`config.mk`:
```
export PLATFORM = sky130hd
export DESIGN_NAME = raycast_column_scheduler
export DESIGN_NICKNAME = d
export VERILOG_FILES = /design/src/rtl/raycast_column_scheduler_pkg.sv /design/src/rtl/raycast_column_scheduler_slice_out_reg.sv /design/src/rtl/raycast_column_scheduler.sv
export SDC_FILE = /design/constraint.sdc
export NUM_CORES = 1
export LEC_CHECK = 0
export ABC_CLOCK_PERIOD_IN_PS = 1650
export BUFFER_PORTS_ARGS = -buffer_cell sky130_fd_sc_hd__clkbuf_2
export CORE_ASPECT_RATIO = 1.2
export CORE_MARGIN = 5
export CORE_UTILIZATION = 46
export CTS_BUF_LIST = sky130_fd_sc_hd__clkbuf_4 sky130_fd_sc_hd__clkbuf_8
export DETAILED_ROUTE_END_ITERATION = 7
export GPL_TIMING_DRIVEN = 0
export HOLD_SLACK_MARGIN = 0.06
export PLACE_DENSITY = 0.78
export SLEW_MARGIN = 20
export SYNTH_ARGS = -nofsm -noshare
export SYNTH_HDL_FRONTEND = slang
export SYNTH_HIERARCHICAL = 1
export SYNTH_SLANG_ARGS = --single-unit
```
`constraint.sdc`:
```
create_clock -name clock -period 1.65 [get_ports clock]
set_clock_uncertainty 0.1 [all_clocks]
set_input_delay 0.165 -clock clock [delete_from_list [all_inputs] [get_ports clock]]
set_output_delay 0.165 -clock clock [all_outputs]
set_load 0.03 [all_outputs]
```
`src/rtl/raycast_column_scheduler_pkg.sv`:
```
// Shared constants and state encoding for the ray-cast column scheduler.
// Optional watchdog feature is enabled by defining RAYCAST_SCHED_TIMEOUT_EN.
package raycast_pkg;

  localparam int SCREEN_COLS = 160;
  localparam int HEIGHT_W    = 7;
  localparam int POS_W       = 13;
  localparam int ANG_W       = 10;
  localparam int COL_W       = 8;

  typedef enum logic [2:0] {
    IDLE      = 3'd0,
    START     = 3'd1,
    WAIT_CALC = 3'd2,
    PUSH      = 3'd3,
    DRAIN     = 3'd4
  } sched_state_t;

endpackage

```
`src/rtl/raycast_column_scheduler_slice_out_reg.sv`:
```
// Single-entry valid/ready holding register for finished slices.
// Accepts a new entry when empty or when the current one leaves this cycle.
module slice_out_reg
  import raycast_pkg::*;
#(
  parameter int HEIGHT_W = 7
) (
  input  logic                clock,
  input  logic                resetn,
  input  logic                load,
  input  logic [COL_W-1:0]    load_column,
  input  logic [HEIGHT_W-1:0] load_height,
  input  logic                ready,
  output logic                can_load,
  output logic                valid,
  output logic [COL_W-1:0]    column,
  output logic [HEIGHT_W-1:0] height
);

  // Room for a new entry: empty now, or the held entry is accepted this cycle
  always_comb begin
    can_load = ~valid | ready;
  end

  // Valid flag: set on load, cleared on acceptance unless refilled
  always_ff @(posedge clock or negedge resetn) begin
    if (!resetn) begin
      valid <= 1'b0;
    end else if (load) begin
      valid <= 1'b1;
    end else if (ready) begin
      valid <= 1'b0;
    end else begin
      valid <= valid;
    end
  end

  // Payload: only changes on load, so it stays stable while unaccepted
  always_ff @(posedge clock or negedge resetn) begin
    if (!resetn) begin
      column <= {COL_W{1'b0}};
      height <= {HEIGHT_W{1'b0}};
    end else if (load) begin
      column <= load_column;
      height <= load_height;
    end else begin
      column <= column;
      height <= height;
    end
  end

endmodule

```
`src/rtl/raycast_column_scheduler.sv`:
```
// Frame-level sequencer for the per-column slice-height engine.
// Latches the pose at frame start, runs one engine calculation per column and
// hands results to the drawer through a one-entry valid/ready register so the
// next calculation overlaps the drawer consuming the previous result.
// Define RAYCAST_SCHED_TIMEOUT_EN to add the per-column watchdog and timeout_err.
module raycast_column_scheduler
  import raycast_pkg::*;
#(
  parameter int NUM_COLS = SCREEN_COLS,
  parameter int HEIGHT_W = raycast_pkg::HEIGHT_W
`ifdef RAYCAST_SCHED_TIMEOUT_EN
  , parameter int TIMEOUT_CYCLES = 1023
`endif
) (
  input  logic                    clock,
  input  logic                    resetn,
  input  logic                    frame_start,
  input  logic signed [POS_W-1:0] playerX,
  input  logic signed [POS_W-1:0] playerY,
  input  logic signed [ANG_W-1:0] angle_X,
  input  logic signed [ANG_W-1:0] angle_Y,
  output logic signed [POS_W-1:0] calc_playerX,
  output logic signed [POS_W-1:0] calc_playerY,
  output logic signed [ANG_W-1:0] calc_angle_X,
  output logic signed [ANG_W-1:0] calc_angle_Y,
  output logic [COL_W-1:0]        column_count,
  output logic                    begin_calc,
  input  logic                    end_calc,
  input  logic [HEIGHT_W-1:0]     slice_size,
  output logic                    slice_valid,
  output logic [COL_W-1:0]        slice_column,
  output logic [HEIGHT_W-1:0]     slice_height,
  input  logic                    slice_ready,
  output logic                    frame_busy,
  output logic                    frame_done
`ifdef RAYCAST_SCHED_TIMEOUT_EN
  , output logic                  timeout_err
`endif
);

  localparam logic [COL_W-1:0] LAST_COL = COL_W'(NUM_COLS - 1);

  sched_state_t          state_r;
  sched_state_t          state_s;
  logic                  load_s;
  logic                  can_load_s;
  logic                  calc_done_s;
  logic [HEIGHT_W-1:0]   calc_height_s;
  logic [COL_W-1:0]      pend_col_r;
  logic [HEIGHT_W-1:0]   pend_height_r;

`ifdef RAYCAST_SCHED_TIMEOUT_EN
  localparam int WD_W = $clog2(TIMEOUT_CYCLES + 2);

  logic [WD_W-1:0] wd_r;
  logic            wd_expired_s;

  // Watchdog expiry; an end_calc on the final cycle still counts as normal
  always_comb begin
    wd_expired_s  = (state_r == WAIT_CALC) && !end_calc &&
                    (wd_r == WD_W'(TIMEOUT_CYCLES - 1));
    calc_done_s   = end_calc | wd_expired_s;
    calc_height_s = end_calc ? slice_size : {HEIGHT_W{1'b0}};
  end

  // Watchdog counter restarts on every entry to WAIT_CALC
  always_ff @(posedge clock or negedge resetn) begin
    if (!resetn) begin
      wd_r <= {WD_W{1'b0}};
    end else if (state_r == START) begin
      wd_r <= {WD_W{1'b0}};
    end else if (state_r == WAIT_CALC) begin
      wd_r <= wd_r + {{(WD_W-1){1'b0}}, 1'b1};
    end else begin
      wd_r <= wd_r;
    end
  end

  // Sticky error flag, cleared only by reset
  always_ff @(posedge clock or negedge resetn) begin
    if (!resetn) begin
      timeout_err <= 1'b0;
    end else if (wd_expired_s) begin
      timeout_err <= 1'b1;
    end else begin
      timeout_err <= timeout_err;
    end
  end
`else
  // Without the watchdog the engine result is the only completion source
  always_comb begin
    calc_done_s   = end_calc;
    calc_height_s = slice_size;
  end
`endif

  // Next-state decode and output-register load request
  always_comb begin
    state_s = state_r;
    load_s  = 1'b0;
    case (state_r)
      IDLE: begin
        if (frame_start) state_s = START;
        else             state_s = IDLE;
      end
      START: begin
        state_s = WAIT_CALC;
      end
      WAIT_CALC: begin
        if (calc_done_s) state_s = PUSH;
        else             state_s = WAIT_CALC;
      end
      PUSH: begin
        if (can_load_s) begin
          load_s = 1'b1;
          if (column_count == LAST_COL) state_s = DRAIN;
          else                          state_s = START;
        end else begin
          state_s = PUSH;
        end
      end
      DRAIN: begin
        if (can_load_s) state_s = IDLE;
        else            state_s = DRAIN;
      end
      default: begin
        state_s = IDLE;
      end
    endcase
  end

  // State register and registered control outputs derived from next state
  always_ff @(posedge clock or negedge resetn) begin
    if (!resetn) begin
      state_r    <= IDLE;
      begin_calc <= 1'b0;
      frame_busy <= 1'b0;
      frame_done <= 1'b0;
    end else begin
      state_r    <= state_s;
      begin_calc <= (state_s == START);
      frame_busy <= (state_s != IDLE);
      frame_done <= (state_r == DRAIN) && (state_s == IDLE);
    end
  end

  // Pose is latched only when a frame request is accepted
  always_ff @(posedge clock or negedge resetn) begin
    if (!resetn) begin
      calc_playerX <= {POS_W{1'b0}};
      calc_playerY <= {POS_W{1'b0}};
      calc_angle_X <= {ANG_W{1'b0}};
      calc_angle_Y <= {ANG_W{1'b0}};
    end else if ((state_r == IDLE) && frame_start) begin
      calc_playerX <= playerX;
      calc_playerY <= playerY;
      calc_angle_X <= angle_X;
      calc_angle_Y <= angle_Y;
    end else begin
      calc_playerX <= calc_playerX;
      calc_playerY <= calc_playerY;
      calc_angle_X <= calc_angle_X;
      calc_angle_Y <= calc_angle_Y;
    end
  end

  // Column index: cleared at frame start, advanced after each handoff, never wraps
  always_ff @(posedge clock or negedge resetn) begin
    if (!resetn) begin
      column_count <= {COL_W{1'b0}};
    end else if ((state_r == IDLE) && frame_start) begin
      column_count <= {COL_W{1'b0}};
    end else if (load_s && (column_count != LAST_COL)) begin
      column_count <= column_count + 8'd1;
    end else begin
      column_count <= column_count;
    end
  end

  // Pending result captured when the engine (or watchdog) completes a column
  always_ff @(posedge clock or negedge resetn) begin
    if (!resetn) begin
      pend_col_r    <= {COL_W{1'b0}};
      pend_height_r <= {HEIGHT_W{1'b0}};
    end else if ((state_r == WAIT_CALC) && calc_done_s) begin
      pend_col_r    <= column_count;
      pend_height_r <= calc_height_s;
    end else begin
      pend_col_r    <= pend_col_r;
      pend_height_r <= pend_height_r;
    end
  end

  slice_out_reg #(
    .HEIGHT_W (HEIGHT_W)
  ) u_out (
    .clock       (clock),
    .resetn      (resetn),
    .load        (load_s),
    .load_column (pend_col_r),
    .load_height (pend_height_r),
    .ready       (slice_ready),
    .can_load    (can_load_s),
    .valid       (slice_valid),
    .column      (slice_column),
    .height      (slice_height)
  );

endmodule
```
# Word level (Yosys, flattened, before mapping)
# Index checks and enable logic that the tools add are counted.
word_totals:
  out_inout_bits: 73
  mem_bits_ro: 0
  reg_bits: 91
  n_memories: 0
  ramBits: 0
  latch_bits: 0
  elab_cells: 45
  in_bits: 58
op_classes:
  n_div: 0
  muxes: 12
  eq_ne: 7
  reduce_logical: 9
  bitwise: 2
  n_mul: 0
  order_cmp: 0
  shifts: 0
  n_addsub: 1
ops:
  columns: ["cell", "n"]
  rows:
  - ["two-way mux 8 bit", 2]
  - ["case mux 3 bit (5 select lines)", 1]
  - ["two-way mux 3 bit", 3]
  - ["adder 8 x 1 -> 8 bit, second input constant", 1]
  - ["== test 8 bit, second input constant", 1]
  - ["inequality test 8 bit, second input constant", 1]
  - ["== test 3 x 1 -> 1 bit, second input constant", 2]
  - ["== test 3 x 2 -> 1 bit, second input constant", 2]
  - ["logical NOT 3 bit", 2]
  - ["two-way mux 1 bit", 6]
  - ["logical AND 1 bit", 4]
  - ["nonzero test 2 bit", 2]
  - ["== test 3 bit, second input constant", 1]
  - ["nonzero test 3 bit", 1]
  - ["NOT 1 bit", 1]
  - ["OR 1 bit", 1]

# Longest topological paths before layout
# Gate-level depths: netlist of the first run.
depth:
  word_depth: 7
  mapped_depth: 6
  mapped_depth_nobuf: 6

# Hierarchy
# Netlist of the first run, hierarchy kept.
by_module_without_submodules:
  columns: ["mod", "area_each_um2", "cells_each", "n_inst"]
  rows:
  - ["raycast_column_scheduler", 2981.6, 193, 1]
  - ["slice_out_reg", 646.9, 35, 1]

# Least setup slack after synthesis of the first run
# Ideal clock, no wire load.
synth_path:
  path_type: "register -> register"
  start: "register column_count[0]"
  end: "register column_count[7]"
  slack_ns: -0.234
  synth_period_minus_slack_ns: 1.884
  required_ns: 1.473
  setup_ns: 0.077
  path_stages_with_launch: 6
  t_arrival_ns: 1.706
  cell_sequence: "dfrtp_1 -> ha_1 -> nand4_1 -> o2111ai_1 -> or4_1 -> a21oi_1"
synth_via:
  elab_chain_cells: 3
synth_lines:
  columns: ["element", "line_no", "rtl"]
  rows:
  - ["from (decl)", "raycast_column_scheduler.sv:26", "output logic [COL_W-1:0] column_count,"]
  - ["from (signal assigned)", "raycast_column_scheduler.sv:170", "column_count <= {COL_W{1'b0}};"]
  - ["from (signal assigned)", "raycast_column_scheduler.sv:172", "column_count <= {COL_W{1'b0}};"]
  - ["from (signal assigned)", "raycast_column_scheduler.sv:174", "column_count <= column_count + 8'd1;"]
  - ["adder 8 x 1 -> 8 bit or inequality test 8 bit (tied branches)", "raycast_column_scheduler.sv:174, raycast_column_scheduler.sv:173", null]
  - ["two-way mux 8 bit or logical AND 1 bit (tied branches)", "raycast_column_scheduler.sv:173", "end else if (load_s && (column_count != LAST_COL)) begin"]
  - ["two-way mux 8 bit or nonzero test 2 bit (tied branches)", null, null]
# Several ways; a longest one is shown, not always the timed one. The select of a mux whose other input is x is not followed.
# A chain may end at the register's enable or synchronous reset.

# Worst setup path in the final report of the first run
layout_path:
  start: "register state_r[0]"
  end: "register calc_angle_Y[5]"
layout_via:
  elab_chain_cells: 2
layout_lines:
  columns: ["element", "line_no", "rtl"]
  rows:
  - ["from (decl)", "raycast_column_scheduler.sv:43", "sched_state_t state_r;"]
  - ["from (signal assigned)", "raycast_column_scheduler.sv:140", "state_r <= state_s;"]
  - ["logical NOT 3 bit", "raycast_column_scheduler.sv:154", "end else if ((state_r == IDLE) && frame_start) begin"]
  - ["logical AND 1 bit", "raycast_column_scheduler.sv:154", null]
  - ["to (signal assigned)", "raycast_column_scheduler.sv:153", "calc_angle_Y <= {ANG_W{1'b0}};"]
  - ["to (signal assigned)", "raycast_column_scheduler.sv:158", "calc_angle_Y <= angle_Y;"]
  - ["to (signal assigned)", "raycast_column_scheduler.sv:163", "calc_angle_Y <= calc_angle_Y;"]
  - ["to (decl)", "raycast_column_scheduler.sv:25", "output logic signed [ANG_W-1:0] calc_angle_Y,"]
# Every way passes these cells.

==> results of run 1 <==
==> cell type report <==
cell class / instances / area [sq um] / area share, %
multi-input combinational: 125 / 1390 / 25.2
inverter: 2 / 12.5 / 0.227
timing repair buffer: 203 / 1380 / 25.0
clock buffer: 10 / 138 / 2.50
clock inverter: 6 / 71.3 / 1.30
sequential: 91 / 2290 / 41.6
buffer: 8 / 114 / 2.07
tap: 92 / 115 / 2.09
==> power breakdown <==
part	internal, W	switching [W]	total (W)
Sequential	0.00321	0.000603	0.00381
Combinational	0.00232	0.00293	0.00525
Clock	0.000756	0.000820	0.00158
==> worst register-to-register path, stage by stage (launching register included) <==
cell and delay (ps):
dfrtp_2 470, nor4b_4 310, buf_6 220, buf_8 170
mux2_2 340
==> layer usage <==
metal	vias up	wire length, microns	part of all wire [%]
met4	0	286	3.1
met3	21	398	4.3
met2	74	5070	54
li1	1235	-	-
met1	1317	3560	38
met5	-	0	0
==> repair_timing <==
item / in CTS / in global routing
gates resized for setup: 26 / 24
endpoints found under the hold margin: 146 / 0
buffers inserted: 9 / 7
hold buffers: 56 / 0
endpoints found under the setup margin: 57 / 49
pin swaps: 4 / 1
gates cloned: 1 / 0
==> final timing paths <==
path                            cells past startpoint                to        startpoint
worst max register to register                      4   calc_angle_Y[5]        state_r[0]
worst min register to register                      1  pend_height_r[4]  pend_height_r[4]
worst min-delay path                                3        frame_done       slice_ready
min in group asynchronous                           2  pend_height_r[0]            resetn
worst max-delay path                                4   calc_angle_Y[5]        state_r[0]
max in group asynchronous                           2   column_count[1]            resetn
==> state kept, by name, indices dropped and copies added, names as in the netlist <==
register	flops
calc_angle_Y	10
begin_calc	1
pend_height_r	7
state_r	3
column_count	8
calc_playerY	13
calc_angle_X	10
frame_done	1
calc_playerX	13
u_out/height	7
frame_busy	1
pend_col_r	8
u_out/valid	1
u_out/column	8
==> synth_stat cells (2+ instances only) <==
cell type   n  area [sq um]
nor3_1      2          10.0
buf_6       2          22.5
buf_2       6          30.0
nand3_1     2          10.0
nand2_1     3          11.3
mux2_2     63           709
a211oi_1    3          22.5
xnor2_1     2          17.5
o21ai_0     2          10.0
mux2i_1     2          20.0
mux2_1      4          45.0
nand4_1     2          12.5
nor2_1      5          18.8
dfrtp_1    91          2280
nand2b_1    3          18.8
mux2_4      9           135
or3_1       2          12.5
o31ai_1     2          15.0
a21oi_1     3          15.0
==> stage by stage <==
step | power, W | worst slack [ps] | utilization, % | hold slack [ps]
floorplan | 0.00709 | -45.8 | - | -231
global placement | 0.00829 | -848 | 57.4 | 282
detailed placement | 0.00845 | -239 | 57.5 | 178
CTS | 0.0104 | -38.0 | 69.8 | 97.5
global route | 0.0112 | -109 | 71.4 | 119
finish | 0.0106 | -63.9 | 71.4 | 115
==> kinds of logic after synthesis <==
| family | Yosys count | synth area share, % |
|---|---|---|
| buf+inv | 12 | 2.76 |
| fa+ha+maj | 1 | 0.345 |
| compound gates | 12 | 2.21 |
| mux | 78 | 25.1 |
| flops | 91 | 62.8 |
| simple gates | 31 | 6.14 |
| xor+xnor | 3 | 0.724 |
==> results.cfg, run 1 <==
[place]
dp_hpwl_mm = 5.48
place_area_sq_um = 4440
io_buffer_count = 130
place_congestion = 0.783
dp.cells = 450

[layout]
instances_no_fill = 537
mostFrequentLayoutCells = clkbuf_2, dfrtp_1, dlygate4sd3_1, mux2_2, mux2_4
syn_to_final_growth_pct = 51.7
nFillCells = 522
drive_gt1_share_pct = 61.1
fin_nets = 499
antenna_cells = 0
finalInstanceArea_sq_um = 5510
final_common_cell = clkbuf_2

[timing]
worst_slew_pin_slew_ps = 696
layout_min_cycle_time_ps = 1710
rsz0062_at_grt = true
slew_headroom_pct = 53.6
fmax_mhz = 583
fin_ws_ps = -63.9
fin_crit_sh_pct = 104
setup_viol = 29
final_hold_viol_count = 0
slew_violations = 0
finalSetupTns_ps = -979

[routing]
drt_iter0_markers = 52
via_per_inst = 4.93
drt_wl_total_mm = 9.32
vias = 2647
firstDrtPassIters = 6
drc = 0
avgRoutedWirePerCell_microns = 17.4
drtAntennaViolNets = 0

[global_route]
grt_antenna_before_repair = 0
first_global_vias = 2983
grt_pass1_wl_mm = 14.9
use_met1_pct = 22.8
busiest_layer = met2
met3_usage_pct = 3.29
grt_util_all_layers_pct = 19.1
grtUsageMet2_pct = 32.6
grt_remaining_overflow = 0
grt_max_degree = 92

[clocking]
cts.htree.levels = 3
cts_buffers = 9
clock-sinks = 91
clock_latency_ps = 350
path_clk_slew_ps = 90
clockBufferDepth = 2
clock-root-buffer = clkbuf_8
cts_tree = built

[setup_path]
r2r_slack_ps = -60
crit_type = reg2reg
endpoint_kind = flop
cp.arrival_ps = 1850
worst-path-buf-inv = 2
crit_path_top_delay_cell = dfrtp_2
crit_family = flip-flops
worstPathRequired_ps = 1790
cpPeakStageDelay_ps = 470
cp-start-kind = flop
path_max_fanout = 10
path_cells = nor4b_4 > buf_6 > buf_8 > mux2_2

[yosys]
synth_fp_nets = 287
ys_seq_area_share_pct = 62.8
async_reset_ff_share_pct = 100
synth_edf_count = 0
syn_avg_cell_area_sq_um = 15.9
ys_warn_count = 6
synth_cell_type_count = 39
ys_seq_elements = 91
synth-main-ff-cell = dfrtp_1
netlist_area_sq_um = 3630
synth_cells = 228

[power]
cellPowerDensity_nw_per_um2 = 1930
peakVddDrop_mv = 1.12
total_leakage_power_nw = 2.69

[floorplan]
die_height_microns = 107
rows = 35
fp.dieW_microns = 91.1
die-area_sq_um = 9770
core-area_sq_um = 7710
num_io_pins = 131
start_util_pct = 47.1

[run_status]
violations = setup timing
status = finished with violations

[hold_path]
hp-class = in2reg

[job]
cap_violations = 0
No activity file was read; power rests on OpenSTA's default activity.
==> run 2: changes to the inputs <==
--- a/config.mk
+++ b/config.mk
@@ -9,12 +9,12 @@
 export BUFFER_PORTS_ARGS = -buffer_cell sky130_fd_sc_hd__clkbuf_2
 export CORE_ASPECT_RATIO = 1.2
 export CORE_MARGIN = 5
-export CORE_UTILIZATION = 46
+export CORE_UTILIZATION = 30
 export CTS_BUF_LIST = sky130_fd_sc_hd__clkbuf_4 sky130_fd_sc_hd__clkbuf_8
 export DETAILED_ROUTE_END_ITERATION = 7
 export GPL_TIMING_DRIVEN = 0
 export HOLD_SLACK_MARGIN = 0.06
-export PLACE_DENSITY = 0.78
+export PLACE_DENSITY = 0.55
 export SLEW_MARGIN = 20
 export SYNTH_ARGS = -nofsm -noshare
 export SYNTH_HDL_FRONTEND = slang
==> results.cfg, run 2 (synthesis results as in run 1) <==
[timing]
rsz0062_at_grt = true
layout_min_cycle_time_ps = 1700
fmax_mhz = 590
fin_crit_sh_pct = 103
slew_violations = 0
slew_headroom_pct = 51.3
final_hold_viol_count = 0
whs_ps = 129
finalSetupTns_ps = -716
worst_slew_pin_slew_ps = 731
setup_viol = 28
fin_ws_ps = -46.0

[run_status]
status = finished with violations
violations = setup timing

[place]
io_buffer_count = 130
dp_hpwl_mm = 5.66
place_area_sq_um = 4520
place_congestion = 0.694

[global_route]
grt_antenna_before_repair = 0
grt_util_all_layers_pct = 12.7
grt_max_degree = 92
first_global_vias = 2823
grt_remaining_overflow = 0
grt_pass1_wl_mm = 14.0

[clocking]
clock_latency_ps = 360
cts_tree = built
clock-sinks = 91
path_clk_slew_ps = 90
cts.htree.levels = 3
cts_buffers = 9
clock-root-buffer = clkbuf_8
clockBufferDepth = 2

[setup_path]
r2r_start = state_r[2]
crit_type = reg2reg
cp.arrival_ps = 1840
crit_path_top_delay_cell = dfrtp_2
path_max_fanout = 10
r2r_cells = 4
cpPeakStageDelay_ps = 450
worstPathRequired_ps = 1790
endpoint_kind = flop
r2r_slack_ps = -50
crit_family = flip-flops
cp-start-kind = flop
worst-path-buf-inv = 2
rr_endpoint = calc_angle_X[1]
path_cells = nor4b_4 > buf_6 > buf_8 > mux2_2

[job]
cap_violations = 0

[floorplan]
fp.dieW_microns = 110
start_util_pct = 30.2
die_height_microns = 130
core-area_sq_um = 12000
rows = 44
die-area_sq_um = 14400
num_io_pins = 131

[power]
peakVddDrop_mv = 0.805
cellPowerDensity_nw_per_um2 = 1880
total_leakage_power_nw = 2.60

[routing]
vias = 2602
via_per_inst = 4.34
drt_iter0_markers = 47
drt_wl_total_mm = 8.76
highest_layer = met4
met1Wirelength_mm = 3.54
drc = 0
drtAntennaViolNets = 0
wl_met2_mm = 4.45
wl_met3_microns = 602
firstDrtPassIters = 4
avgRoutedWirePerCell_microns = 14.6

[hold_path]
min_from = slice_ready
whs_path_depth = 4
min_to = u_out/valid
hp-class = in2reg

[layout]
drive_gt1_share_pct = 60.5
post-route-util_pct = 45.8
finalInstanceArea_sq_um = 5490
top_regs = calc_playerX (13), calc_playerY (13)
antenna_cells = 0
final_common_cell = clkbuf_2
mostFrequentLayoutCells = clkbuf_2, dfrtp_1, mux2_2, dlygate4sd3_1, mux2_4
syn_to_final_growth_pct = 51.4
fin_nets = 493
[run 2: through the flow]
stage | worst slack [ps] | total power, W | cells
floorplan | -45.8 | 0.00709 | 228
global placement | -963 | 0.00833 | 519
detailed placement | -340 | 0.00845 | 519
CTS | -73.6 | 0.0104 | 600
global route | -137 | 0.0110 | 599
finish | -46.0 | 0.0103 | 599
[run 2: timing repair]
item,4_1_cts,5_1_grt
hold buffers,55,0
hold endpoints to repair,145,0
pin swaps,2,0
buffers inserted,11,0
resized for setup,26,16
endpoints found under the setup margin,62,61
[run 2: tightest hold or removal path, stage by stage]
cell	delay, ps
clkbuf_2	80
nand2b_4	130
buf_4	130
nand2b_1	50
[run 2: how the worst max path moves through the flow]
stage          slack (ps)  startpoint  cells after the start              end
6_report              -50  state_r[2]                      4  calc_angle_X[1]
5_1_grt              -140  state_r[2]                      4  calc_angle_X[1]
4_1_cts               -70  state_r[2]                      4  calc_angle_X[8]
3_5_place_dp         -340  state_r[2]                      4  calc_playerX[3]
3_3_place_gp         -960      resetn                      1      u_out/valid
2_1_floorplan         -50  state_r[0]                      4  calc_angle_X[0]
[run 2: power breakdown]
part / internal [W] / switching [W]
clock: 0.000772 / 0.000772
combinational: 0.00216 / 0.00282
sequential: 0.00321 / 0.000578
[run 2: layer usage]
metal | up-vias | GRT usage, %
li1 | 1228 | -
met1 | 1288 | 14.9
met2 | 75 | 21.4
met3 | 11 | 3.54
met4 | 0 | 6.09
met5 | - | 0
[run 2: final cells by class]
type | count | area (sq um)
multi-input cells | 125 | 1370
clock inverters | 4 | 50.0
repair buffers | 196 | 1300
plain buffers | 9 | 119
inverters | 2 | 12.5
clock buffers | 11 | 151
fillers | 1144 | 6510
well taps | 161 | 201
flip-flops and latches | 91 | 2290
